<file path="src/rtl/uart_autobaud.sv">
// uart_autobaud: measures the bit period of an incoming 0x55 sync character
// on the rx line and produces a 16x-oversampling divisor (one tick every
// div clocks), matching the meaning of the baud generator's CNT value.
//
// Ports:
//   clk        system clock
//   rst        synchronous reset, active-high
//   en         level; 1 = arm/keep measuring, 0 = abort/idle
//   rx         asynchronous serial line, idle high
//   busy       1 while arming, hunting for the start bit or measuring
//   locked     div holds a valid measurement
//   div_valid  one-clock pulse when a new div is loaded
//   err        one-clock pulse on measurement failure
//   div        measured tick period in clocks (CNT_W-7 bits)
module uart_autobaud #(
  parameter int CNT_W    = 20,
  parameter int IDLE_CYC = 16,
  parameter int MIN_DIV  = 2
) (
  input  logic             clk,
  input  logic             rst,
  input  logic             en,
  input  logic             rx,
  output logic             busy,
  output logic             locked,
  output logic             div_valid,
  output logic             err,
  output logic [CNT_W-8:0] div
);

  localparam int DIV_W  = CNT_W - 7;
  localparam int IDLE_W = $clog2(IDLE_CYC + 1);

  typedef enum logic [2:0] {
    ST_IDLE    = 3'd0,
    ST_ARM     = 3'd1,
    ST_HUNT    = 3'd2,
    ST_MEASURE = 3'd3,
    ST_LOCKED  = 3'd4
  } state_t;

  // rx synchronizer and previous-sample register for edge detection
  logic sync1_r;
  logic sync2_r;
  logic prev_r;
  logic fe_s;

  state_t state_r;
  state_t state_s;

  logic [IDLE_W-1:0] idle_cnt_r;
  logic [IDLE_W-1:0] idle_cnt_s;
  logic [IDLE_W-1:0] idle_inc_s;
  logic [CNT_W-1:0]  total_r;
  logic [CNT_W-1:0]  total_s;
  logic [CNT_W-1:0]  seg_r;
  logic [CNT_W-1:0]  seg_s;
  logic [CNT_W-1:0]  ref_r;
  logic [CNT_W-1:0]  ref_s;
  logic [2:0]        edge_cnt_r;
  logic [2:0]        edge_cnt_s;

  logic [CNT_W-1:0]  total_inc_s;
  logic [CNT_W-1:0]  seg_inc_s;
  logic [CNT_W-1:0]  seg_diff_s;
  logic              seg_bad_s;
  logic [CNT_W-1:0]  round_sum_s;
  logic [DIV_W-1:0]  d_s;
  logic              d_small_s;
  logic              timeout_s;

  logic              busy_s;
  logic              locked_s;
  logic              div_valid_s;
  logic              err_s;
  logic [DIV_W-1:0]  div_s;

  // Two-flop synchronizer plus one more sample for falling-edge detection.
  // All three reset high so that reset release never fakes a falling edge.
  always_ff @(posedge clk) begin
    if (rst) begin
      sync1_r <= 1'b1;
      sync2_r <= 1'b1;
      prev_r  <= 1'b1;
    end else begin
      sync1_r <= rx;
      sync2_r <= sync1_r;
      prev_r  <= sync2_r;
    end
  end

  assign fe_s = prev_r & ~sync2_r;

  // Datapath helpers. seg_inc_s is the interval ending on this clock, since
  // seg restarts at 1 right after an edge.
  assign idle_inc_s  = idle_cnt_r + IDLE_W'(1);
  assign total_inc_s = total_r + CNT_W'(1);
  assign seg_inc_s   = seg_r + CNT_W'(1);
  // Ordered subtraction keeps |seg-ref| free of wrap-around.
  assign seg_diff_s  = (seg_inc_s >= ref_r) ? (seg_inc_s - ref_r) : (ref_r - seg_inc_s);
  assign seg_bad_s   = seg_diff_s > (ref_r >> 2);
  // 8 bit-times = 128 ticks; +64 rounds to nearest before the divide.
  assign round_sum_s = total_inc_s + CNT_W'(64);
  assign d_s         = DIV_W'(round_sum_s >> 7);
  assign d_small_s   = d_s < DIV_W'(MIN_DIV);
  assign timeout_s   = total_inc_s == {CNT_W{1'b1}};

  // Next-state, datapath and output logic of the measurement FSM.
  always_comb begin
    state_s     = state_r;
    idle_cnt_s  = idle_cnt_r;
    total_s     = total_r;
    seg_s       = seg_r;
    ref_s       = ref_r;
    edge_cnt_s  = edge_cnt_r;
    locked_s    = locked;
    div_s       = div;
    div_valid_s = 1'b0;
    err_s       = 1'b0;

    case (state_r)
      ST_IDLE: begin
        if (en) begin
          state_s    = ST_ARM;
          locked_s   = 1'b0;
          idle_cnt_s = {IDLE_W{1'b0}};
        end else begin
          state_s = ST_IDLE;
        end
      end

      ST_ARM: begin
        if (!en) begin
          state_s = ST_IDLE;
        end else if (sync2_r) begin
          if (idle_inc_s == IDLE_W'(IDLE_CYC)) begin
            state_s    = ST_HUNT;
            idle_cnt_s = {IDLE_W{1'b0}};
          end else begin
            idle_cnt_s = idle_inc_s;
          end
        end else begin
          idle_cnt_s = {IDLE_W{1'b0}};
        end
      end

      ST_HUNT: begin
        if (!en) begin
          state_s = ST_IDLE;
        end else if (fe_s) begin
          state_s    = ST_MEASURE;
          total_s    = {CNT_W{1'b0}};
          seg_s      = {CNT_W{1'b0}};
          ref_s      = {CNT_W{1'b0}};
          edge_cnt_s = 3'd0;
        end else begin
          state_s = ST_HUNT;
        end
      end

      ST_MEASURE: begin
        if (!en) begin
          state_s = ST_IDLE;
        end else begin
          total_s = total_inc_s;
          seg_s   = seg_inc_s;
          // Timeout is checked first so it wins over a coincident edge.
          if (timeout_s) begin
            err_s      = 1'b1;
            state_s    = ST_ARM;
            idle_cnt_s = {IDLE_W{1'b0}};
          end else if (fe_s) begin
            edge_cnt_s = edge_cnt_r + 3'd1;
            seg_s      = CNT_W'(1);
            case (edge_cnt_r)
              3'd0: begin
                ref_s = seg_inc_s;
              end
              3'd1, 3'd2: begin
                if (seg_bad_s) begin
                  err_s      = 1'b1;
                  state_s    = ST_ARM;
                  idle_cnt_s = {IDLE_W{1'b0}};
                end else begin
                  state_s = ST_MEASURE;
                end
              end
              3'd3: begin
                if (seg_bad_s || d_small_s) begin
                  err_s      = 1'b1;
                  state_s    = ST_ARM;
                  idle_cnt_s = {IDLE_W{1'b0}};
                end else begin
                  div_s       = d_s;
                  div_valid_s = 1'b1;
                  locked_s    = 1'b1;
                  state_s     = ST_LOCKED;
                end
              end
              default: begin
                err_s      = 1'b1;
                state_s    = ST_ARM;
                idle_cnt_s = {IDLE_W{1'b0}};
              end
            endcase
          end else begin
            state_s = ST_MEASURE;
          end
        end
      end

      ST_LOCKED: begin
        if (!en) begin
          state_s = ST_IDLE;
        end else begin
          state_s = ST_LOCKED;
        end
      end

      default: begin
        state_s = ST_IDLE;
      end
    endcase

    busy_s = (state_s == ST_ARM) || (state_s == ST_HUNT) || (state_s == ST_MEASURE);
  end

  // State, datapath and registered outputs.
  always_ff @(posedge clk) begin
    if (rst) begin
      state_r    <= ST_IDLE;
      idle_cnt_r <= {IDLE_W{1'b0}};
      total_r    <= {CNT_W{1'b0}};
      seg_r      <= {CNT_W{1'b0}};
      ref_r      <= {CNT_W{1'b0}};
      edge_cnt_r <= 3'd0;
      busy       <= 1'b0;
      locked     <= 1'b0;
      div_valid  <= 1'b0;
      err        <= 1'b0;
      div        <= {DIV_W{1'b0}};
    end else begin
      state_r    <= state_s;
      idle_cnt_r <= idle_cnt_s;
      total_r    <= total_s;
      seg_r      <= seg_s;
      ref_r      <= ref_s;
      edge_cnt_r <= edge_cnt_s;
      busy       <= busy_s;
      locked     <= locked_s;
      div_valid  <= div_valid_s;
      err        <= err_s;
      div        <= div_s;
    end
  end

endmodule

</file>
<file path="config.mk">
export PLATFORM = sky130hd
export DESIGN_NAME = uart_autobaud
export DESIGN_NICKNAME = d
export VERILOG_FILES = /design/src/rtl/uart_autobaud.sv
export SDC_FILE = /design/constraint.sdc
export NUM_CORES = 1
export LEC_CHECK = 0
export ABC_CLOCK_PERIOD_IN_PS = 12370
export CORE_ASPECT_RATIO = 0.75
export CORE_MARGIN = 5
export CORE_UTILIZATION = 50
export DETAILED_ROUTE_END_ITERATION = 8
export PLACE_DENSITY = 0.66
export SLEW_MARGIN = 25
export SYNTH_ARGS = -nofsm -noshare
export SYNTH_HDL_FRONTEND = slang
export SYNTH_SLANG_ARGS = --single-unit
</file>
<file path="constraint.sdc">
create_clock -name clk -period 12.37 [get_ports clk]
set_input_delay 3.711 -clock clk [delete_from_list [all_inputs] [get_ports clk]]
set_output_delay 3.711 -clock clk [all_outputs]
set_load 0.1 [all_outputs]
</file>
==> Yosys cells after proc, flatten, opt, wreduce, memory -nomap -nowiden <==
Cells that the tools add are included.
{ "totals": {"register_bits": 91, "word_cells": 133, "input_bits": 4, "output_inout_bits": 17} }
{ "op_classes": {"n_lt_le_gt_ge": 3, "addsub": 7, "eq_ne": 26, "n_reduce_logical": 17, "muxes": 58, "n_bitwise": 8} }
{ "op_table": {"columns": ["operator", "count"], "rows": [
  ["20-bit 2-to-1 mux", 11],
  ["20-bit case mux with 2 select lines", 3],
  ["5-bit 2-to-1 mux", 9],
  ["20-bit by 1-bit adder with 20-bit output, second input constant", 2],
  ["20-bit subtractor", 2],
  ["3-bit 2-to-1 mux", 13],
  ["5-bit case mux with 3 select lines", 2],
  ["20-bit by 7-bit adder with 20-bit output, second input constant", 1],
  ["20-bit == test, second input constant", 1],
  ["20-bit greater-or-equal comparator", 1],
  ["20-bit by 18-bit > comparator with 1-bit output", 1],
  ["3-bit by 2-bit == test with 1-bit output, second input constant", 6],
  ["2-bit inequality test, second input constant", 8],
  ["3-bit case mux with 5 select lines", 1],
  ["7-bit AND reduction", 2],
  ["13-bit by 2-bit < comparator with 1-bit output, second input constant", 1],
  ["1-bit 2-to-1 mux", 13],
  ["6-bit AND reduction", 2],
  ["3-bit by 1-bit == test with 1-bit output, second input constant", 3],
  ["3-bit case mux with 3 select lines", 1],
  ["4-bit inequality test, second input constant", 2],
  ["8-bit AND reduction", 1],
  ["1-bit inverter", 7],
  ["3-bit logical NOT", 2],
  ["18 further kinds", 24]
]} }

==> Logic depth before layout (Yosys ltp) <==
Gate-level depths: netlist (run 1).
{ "logic_depth": {"word_depth": 14, "depth_mapped": 34, "mapped_depth_nobuf": 30} }

==> Worst setup path before layout (run 1) <==
OpenSTA, ideal clock, no wires.
{ "synth_timing": {"path_kind": "register to register", "from": "reg seg_r[0]", "to": "reg div[0]", "t_arrival_ps": 6356, "period_less_slack_ps": 6484, "stages_incl_launch_ff": 32, "slack_ps": 5886, "required_ps": 12242, "cell_sequence": "dfxtp_1 > and3_1 > nand3_1 > nor4_1 > and3_1 > clkbuf_1 > and3_1 > xor2_1 > ha_1 > a21oi_1 > o21bai_1 > a221o_1 > o32a_1 > buf_2 > o21ai_0 > nor2_1 > nor2_1 > o21ai_0 > xnor2_1 > ha_1 > a21o_1 > a21oi_1 > nor2b_1 > a2111oi_0 > o31ai_1 > o21ai_0 > o221ai_1 > and4bb_1 > buf_6 > buf_8 > mux2i_1 > nor2_1"} }
{ "synth_between": {"elab_chain_cells": 7} }
{ "synth_rtl": {"columns": ["item", "line", "rtl"], "rows": [
  ["start: declaration", "56", "logic [CNT_W-1:0] seg_r;"],
  ["start signal: assignment", "234", "seg_r <= {CNT_W{1'b0}};"],
  ["start signal: assignment", "246", "seg_r <= seg_s;"],
  ["20-bit by 1-bit adder with 20-bit output (*)", "98", "assign seg_inc_s = seg_r + CNT_W'(1);"],
  ["20-bit subtractor / 20-bit greater-or-equal comparator (equally long branches)", "100", "assign seg_diff_s = (seg_inc_s >= ref_r) ? (seg_inc_s - ref_r) : (ref_r - seg_inc_s);"],
  ["20-bit 2-to-1 mux (*)", "100", null],
  ["20-bit by 18-bit > comparator with 1-bit output (*)", "101", "assign seg_bad_s = seg_diff_s > (ref_r >> 2);"],
  ["1-bit logical OR (*)", "189", "if (seg_bad_s || d_small_s) begin"],
  ["1-bit inverter (no line) (*)", null, null],
  ["6-bit AND reduction (no line) (*)", null, null],
  ["end signal: assignment", "241", "div <= {DIV_W{1'b0}};"],
  ["end signal: assignment", "253", "div <= div_s;"],
  ["end: declaration", "28", "output logic [CNT_W-8:0] div"]
]} }
Every way passes the cells marked *; elsewhere a longest branch is shown, timed or not.
A chain may end at the register's enable or synchronous reset.

==> Final worst setup path (run 1) <==
{ "layout_timing": {"from": "reg seg_r[0]", "to": "reg div[8]"} }
The elaborated chain is that of the path after synthesis.

==> results of run 1 <==
-- per-stage QoR --
| step | std cells | setup slack, ns | power, mW | utilization | area [um^2] |
|---|---|---|---|---|---|
| after floorplan | 942 | 5.89 | 0.311 | - | 7330 |
| final | 1133 | 4.07 | 0.607 | 0.550 | 7920 |
| after global placement | 1119 | 4.51 | 0.315 | 0.528 | 7600 |
| after CTS | 1133 | 4.21 | 0.615 | 0.550 | 7920 |
| after detailed placement | 1119 | 4.23 | 0.315 | 0.528 | 7600 |
| after global routing | 1133 | 3.46 | 0.628 | 0.550 | 7920 |
-- registers in the layout (all words and copies together) (netlist names), 3 cells and up --
register    flops
idle_cnt_r      5
edge_cnt_r      3
seg_r          20
ref_r          20
total_r        20
div            13
state_r         3
-- synthesized netlist by cell type (all sizes together), types with 11 or more instances --
cell type / number
clkbuf: 33
a31oi: 15
and3: 17
mux2i: 22
dfxtp: 91
inv: 56
nor2b: 11
o21ai: 85
xnor2: 32
a21o: 17
nand4: 17
a21oi: 66
o21a: 11
a22oi: 25
nand3: 31
ha: 67
nor3: 14
buf: 16
nand2: 73
nor2: 87
xor2: 29
-- metal layers --
metal  part of all wire  up-vias  GRT usage
met5                  0        -          0
met4             0.0093        0     0.0494
met3              0.071       18     0.0477
met2               0.40      173      0.302
met1               0.52     3085      0.358
li1                   -     3371          -
-- cell type report --
type,count,area (um^2)
Fill cell,1370,6480
Multi-Input combinational cell,745,5080
Sequential cell,91,1820
Clock buffer,12,256
Tap cell,200,250
Timing Repair Buffer,26,240
Inverter,57,214
Clock inverter,2,60.1
-- worst max-delay path by stage --
stage / startpoint / end / depth (start not counted)
floorplan: seg_r[0]$_SDFFE_PP0P_ / div[0]$_SDFFE_PP0P_ / 31
global placement: seg_r[0]$_SDFFE_PP0P_ / div[0]$_SDFFE_PP0P_ / 28
detailed placement: seg_r[0]$_SDFFE_PP0P_ / div[11]$_SDFFE_PP0P_ / 28
CTS: seg_r[0]$_SDFFE_PP0P_ / div[11]$_SDFFE_PP0P_ / 28
global route: seg_r[0]$_SDFFE_PP0P_ / div[6]$_SDFFE_PP0P_ / 28
finish: seg_r[0]$_SDFFE_PP0P_ / div[8]$_SDFFE_PP0P_ / 28
-- power breakdown --
group | switching, mW | internal [mW] | total (mW) | leakage (nW)
Clock | 0.112 | 0.186 | 0.298 | 0.155
Sequential | 0.000992 | 0.294 | 0.295 | 0.734
Combinational | 0.0101 | 0.00353 | 0.0136 | 2.24
-- cell families after synthesis --
group | Yosys count | share of synthesized area
and+or+nand+nor | 311 | 0.222
AOI/OAI and AO/OA | 280 | 0.242
buffers and inverters | 106 | 0.0592
DFF | 91 | 0.249
adders and majority gates | 69 | 0.120
xor gates and xnor gates | 61 | 0.0755
muxes | 24 | 0.0331
-- worst register-to-register path, delay by kind of cell, from the launching register on --
| family | cells | cell delay (ns) |
|---|---|---|
| xor+xnor | 2 | 0.38 |
| fa+ha+maj | 2 | 0.51 |
| mux | 1 | 0.28 |
| flops | 1 | 0.45 |
| simple gates | 10 | 3.09 |
| compound gates | 12 | 3.13 |
| buf+inv | 1 | 0.30 |
==> results_dict.tcl, run 1 <==
set metrics [dict create \
    area_delta_synth_final_pct 8.07 \
    cts_buffers 9 \
    cp_max_fo 17 \
    finalWeightedCongestion 0.952 \
    start_util 0.509 \
    final_layout_size_suffix_gt1_frac 0.0482 \
    synth_warnings 0 \
    cts_resized 0 \
    setup_viol 0 \
    die_h_um 115 \
    power_density_nw_per_um2 76.6 \
    post-route-min-period_ns 8.30 \
    grt_usage 0.224 \
    path_delay_family "compound AO/OA/AOI/OAI gates" \
    hold_depth 1 \
    dr.pass1.iters 5 \
    route.detailed.drc 0 \
    slowest_stage "and4bb_1" \
    whs_ns 0.431 \
    hold_viol_final 0 \
    avgSynthCellArea_um2 7.78 \
    insertion_delay_ns 0.35 \
    ctsHoldBuffers 0 \
    min_from "sync1_r$_SDFF_PP1_" \
    hold_end "sync2_r$_SDFF_PP1_" \
    drt_wl_total_um 19000 \
    drtIter0Drc 630 \
    end_kind "flip-flop" \
    post-route-period-util 0.671 \
    synth_area_um2 7330 \
    rsz0062_at_grt "no" \
    synthCells 942 \
    synth.net_count 1015 \
    cts_htree_levels 3 \
    cts_tree "built" \
    final-max-slew-violation-count 0 \
    synth-edff-count 0 \
    final_cell_mix "dfxtp_1, nor2_1, o21ai_0" \
    required_ns 12.59 \
    hp-class "reg -> reg" \
    cpPeakStageDelay_ns 0.96 \
    tightestPinTransition_ns 1.04 \
    synth_top_area_cell "dfxtp_1" \
    reg2regPathDepth 28 \
    max_freq_ghz 0.121 \
    synth.distinct_cells 82 \
    arrival_ns 8.51 \
    grt_pass1_wl_um 31200 \
    antenna_found_initial 0 \
    worst-path-buf-inv 1 \
    fp.dieW_um 150 \
    yosys_register_bits 91 \
    port-buffer-count 20 \
    cts_buffer_depth 2 \
    root_buffer "clkbuf_16" \
    timing.rr.start "seg_r[0]$_SDFFE_PP0P_" \
    wl_per_cell_um 16.7 \
    ir_drop_v 0.0000781 \
    grt_overflow_total 0 \
    r2r_end "div[8]$_SDFFE_PP0P_" \
    io_pins 21 \
    ant_nets 0 \
    rows 38 \
    r2r_slack_ns 4.07 \
    worst_slew_margin_rel 0.306 \
    cts_setup_buffers 0 \
    grt_pass1_vias 6041 \
    outcome "completed" \
    vias_per_cell 5.87 \
    cp-start-kind "flip-flop" \
    drv_cap 0 \
    setup_tns_ns 0 \
    dr_total_vias 6647 \
    cts_num_sinks 91 \
    die_area_um2 17200 \
    ys.flop_type "dfxtp_1" \
    synth-seq-area-share 0.249 \
    n_antenna_cell 0 \
    synth.top_cell.area_share 0.249 \
    ys_top_cells_by_area "dfxtp_1, ha_1, o21ai_0" \
    dp_hpwl_um 14300 \
    finClkSkew_ns 0.00847 \
    grt_max_degree 56 \
    mostFrequentLayoutCell "dfxtp_1" \
    coreArea_um2 14400 \
    worstSetupPathType "reg -> reg" \
    async_reset_ff_frac 0 \
    path_clk_slew_ns 0.06 \
    nets 1003 \
    p_leak_nw 3.13 \
]
(Power assumes the default switching activity.)
==> run 2: changes to the inputs <==
ABC_CLOCK_PERIOD_IN_PS = 7400   (was 12370)
PLACE_DENSITY = 0.68   (was 0.66)
clock period = 7.4 ns   (was 12.37 ns; I/O delays follow)
==> results_dict.tcl, run 2 (synthesized netlist as in run 1, its figures left out) <==
set metrics [dict create \
    die_h_um 115 \
    cts_buffer_depth 2 \
    drv_cap 0 \
    nets 1009 \
    reg2regPathDepth 29 \
    antenna_found_initial 0 \
    arrival_ns 7.03 \
    path_delay_family "compound AO/OA/AOI/OAI gates" \
    fp.dieW_um 150 \
    insertion_delay_ns 0.34 \
    grt_max_degree 55 \
    cts_htree_levels 3 \
    cpPeakStageDelay_ns 0.44 \
    setup_viol 0 \
    io_pins 21 \
    tightestPinTransition_ns 1.03 \
    outcome "completed" \
    crit_path_start "seg_r[0]$_SDFFE_PP0P_" \
    hp-class "reg -> reg" \
    critical_path_depth 29 \
    ctsHoldBuffers 0 \
    root_buffer "clkbuf_16" \
    area_delta_synth_final_pct 8.79 \
    dr.pass1.iters 5 \
    mostFrequentLayoutCell "dfxtp_1" \
    fin_area_um2 7970 \
    worst-path-buf-inv 3 \
    postPlaceCellArea_um2 7660 \
    cts_tree "built" \
    grt_pass1_wl_um 31700 \
    finClkSkew_ns 0.0104 \
    route.detailed.drc 0 \
    nFillCells 1386 \
    grt_usage 0.226 \
    finalWeightedCongestion 0.940 \
    final_cell_mix "dfxtp_1, nor2_1, o21ai_0" \
    rsz0062_at_grt "no" \
    slowest_stage "dfxtp_1" \
    r2r_end "div[0]$_SDFFE_PP0P_" \
    end_kind "flip-flop" \
    dp_hpwl_um 14600 \
    wl_per_cell_um 16.9 \
    path_clk_slew_ns 0.07 \
    grt_pass1_vias 6143 \
    post-route-min-period_ns 6.83 \
    timing.rr.start "seg_r[0]$_SDFFE_PP0P_" \
    setup_tns_ns 0 \
    dr_total_vias 6816 \
    p_leak_nw 3.16 \
    top_regs "ref_r x20, seg_r x20, total_r x20" \
    cp_max_fo 14 \
    required_ns 7.60 \
    worst_slew_margin_rel 0.311 \
    cp-start-kind "flip-flop" \
    whs_ns 0.417 \
    ant_nets 0 \
    hold_viol_final 0 \
    cp-endpoint "div[0]$_SDFFE_PP0P_" \
    grt_overflow_total 0 \
    ir_drop_v 0.000111 \
    post-route-period-util 0.923 \
    cts_setup_buffers 0 \
    r2r_slack_ns 0.57 \
    start_util 0.509 \
    max_freq_ghz 0.146 \
    coreArea_um2 14400 \
    cts_num_sinks 91 \
    worstSetupPathType "reg -> reg" \
    n_antenna_cell 0 \
    fin_util 0.554 \
    die_area_um2 17200 \
    drtIter0Drc 713 \
    drt_wl_total_um 19200 \
    cts_buffers 9 \
    port-buffer-count 20 \
    power_density_nw_per_um2 119 \
    cts_resized 0 \
    vias_per_cell 5.97 \
    rows 38 \
    final_layout_size_suffix_gt1_frac 0.0627 \
    final-max-slew-violation-count 0 \
]
[run 2: area by class of cell]
class | instances | area (um^2) | share of cell area
clock buffer | 10 | 239 | 0.0300
clock inverter | 6 | 40.0 | 0.00502
inverter | 57 | 214 | 0.0268
multi-input combinational | 745 | 5120 | 0.643
sequential | 91 | 1820 | 0.228
tap | 200 | 250 | 0.0314
timing repair buffer | 32 | 285 | 0.0358
[run 2: worst min-delay path by stage]
stage	startpoint	end	depth (start not counted)
2_1_floorplan	sync1_r$_SDFF_PP1_	sync2_r$_SDFF_PP1_	1
3_3_place_gp	sync1_r$_SDFF_PP1_	sync2_r$_SDFF_PP1_	1
3_5_place_dp	sync1_r$_SDFF_PP1_	sync2_r$_SDFF_PP1_	1
4_1_cts	sync1_r$_SDFF_PP1_	sync2_r$_SDFF_PP1_	1
5_1_grt	sync1_r$_SDFF_PP1_	sync2_r$_SDFF_PP1_	1
6_report	sync1_r$_SDFF_PP1_	sync2_r$_SDFF_PP1_	1
[run 2: per-layer routing]
layer / GRT usage / routed length, um / vias to the layer above
met2: 0.325 / 7660 / 261
li1: - / - / 3395
met1: 0.353 / 9880 / 3139
met5: 0 / 0 / -
met3: 0.0414 / 1460 / 21
met4: 0.0433 / 231 / 0
[run 2: stage by stage]
step / setup slack, ns / cells / power [mW]
2_1_floorplan: 0.916 / 942 / 0.519
3_3_place_gp: 0.440 / 1125 / 0.527
3_5_place_dp: 0.160 / 1125 / 0.526
4_1_cts: 0.156 / 1141 / 0.960
5_1_grt: 0.0674 / 1141 / 0.982
6_report: 0.571 / 1141 / 0.950
[run 2: power by group]
part           total (mW)  switching (mW)  internal (mW)  leakage [nW]
clock network       0.435           0.198          0.237         0.139
registers           0.493         0.00156          0.491         0.734
logic              0.0229          0.0170        0.00594          2.29
==> run 3: changes to the inputs <==
CORE_UTILIZATION = 57   (was 50)
PLACE_DENSITY = 0.77   (was 0.68)
==> results_dict.tcl, run 3 (synthesized netlist as in run 1, its figures left out) <==
set metrics [dict create \
    drt_wl_total_um 19200 \
    worst_slew_margin_rel 0.337 \
    cts_buffers 9 \
    crit_top_cell "and3_1" \
    ir_drop_v 0.000139 \
    vias_per_cell 6.23 \
    gr-usage-met3 0.0500 \
    grt_pass1_vias 6218 \
    nFillCells 1114 \
    setup_viol 0 \
    cts_htree_levels 3 \
    nets 1006 \
    worstSetupPathType "reg -> reg" \
    cts_setup_buffers 0 \
    path_clk_slew_ns 0.07 \
    setup_tns_ns 0 \
    top_regs "ref_r x20, seg_r x20, total_r x20" \
    wl_per_cell_um 17.4 \
    cp_max_fo 16 \
    path_delay_family "compound AO/OA/AOI/OAI gates" \
    rsz0062_at_grt "no" \
    arrival_ns 7.12 \
    power_density_nw_per_um2 126 \
    top_usage_layer "met1" \
    route.detailed.drc 0 \
    multi_input_area_um2 5140 \
    post-route-period-util 0.934 \
    fp.dieW_um 141 \
    dr.pass1.iters 5 \
    grt_usage 0.253 \
    port-buffer-count 20 \
    ant_nets 0 \
    dr_total_vias 6873 \
    final_cells 1103 \
    outcome "completed" \
    regArea_um2 1820 \
    cts_buffer_depth 2 \
    cpPeakStageDelay_ns 0.48 \
    antenna_found_initial 0 \
    mostFrequentLayoutCell "dfxtp_1" \
    max_freq_ghz 0.145 \
    placed_cells 1088 \
    finalWeightedCongestion 0.938 \
    tightestPinTransition_ns 0.991 \
    required_ns 7.61 \
    io_pins 21 \
    slowest_stage "o32a_2" \
    grt_pass1_wl_um 31700 \
    cts_resized 0 \
    area_delta_synth_final_pct 8.55 \
    finClkSkew_ns 0.00549 \
    postLayoutSetupSlackWorst_ns 0.487 \
    grtUsageMet2 0.366 \
    root_buffer "clkbuf_16" \
    grt_max_degree 55 \
    post-route-min-period_ns 6.91 \
    drv_cap 0 \
    die_area_um2 15300 \
    n_antenna_cell 0 \
    end_kind "flip-flop" \
    hold_viol_final 0 \
    final_cell_mix "dfxtp_1, nor2_1, o21ai_0" \
    place_ws_ns 0.127 \
    ctsHoldBuffers 0 \
    cts_num_sinks 91 \
    grt_overflow_total 0 \
    cp-start-kind "flip-flop" \
    die_h_um 108 \
    final-max-slew-violation-count 0 \
    insertion_delay_ns 0.34 \
    dp_hpwl_um 14200 \
    drtIter0Drc 644 \
    final_layout_size_suffix_gt1_frac 0.0630 \
    hp-class "reg -> reg" \
    start_util 0.589 \
    cts_tree "built" \
    worst-path-buf-inv 3 \
    coreArea_um2 12400 \
    grtUsageMet1 0.389 \
    rows 35 \
    p_leak_nw 3.15 \
]
-- run 3: cell type report --
class                      count  area share
tap                          166      0.0261
clock buffer                  11      0.0292
multi-input combinational    745       0.646
sequential                    91       0.229
clock inverter                 4     0.00959
inverter                      57      0.0269
timing repair buffer          29      0.0335
-- run 3: final timing paths --
path / startpoint / endpoint / slack (ns) / depth (start not counted)
worst min register to register: sync1_r$_SDFF_PP1_ / sync2_r$_SDFF_PP1_ / 0.41 / 1
worst max register to register: seg_r[0]$_SDFFE_PP0P_ / div[9]$_SDFFE_PP0P_ / 0.49 / 29
worst min-delay path: sync1_r$_SDFF_PP1_ / sync2_r$_SDFF_PP1_ / 0.41 / 1
worst max-delay path: seg_r[0]$_SDFFE_PP0P_ / div[9]$_SDFFE_PP0P_ / 0.49 / 29
-- run 3: routing by layer --
metal  vias up  share of wire
li1       3389              -
met1      3219           0.50
met2       243           0.41
met3        22          0.074
met4         0         0.0098
met5         -              0
-- run 3: power breakdown --
| group | total (mW) | switching (mW) | internal (mW) |
|---|---|---|---|
| Combinational | 0.0230 | 0.0170 | 0.00593 |
| Clock | 0.491 | 0.196 | 0.295 |
| Sequential | 0.493 | 0.00152 | 0.491 |
-- run 3: through the flow --
stage	utilization	total power [mW]	cell area, um^2	hold WS (ns)
6_report	0.640	1.01	7960	0.409
5_1_grt	0.640	1.03	7960	0.429
4_1_cts	0.635	1.01	7890	0.411
3_5_place_dp	0.610	0.526	7580	0.395
3_3_place_gp	0.610	0.526	7580	0.390
2_1_floorplan	-	0.519	7330	0.389
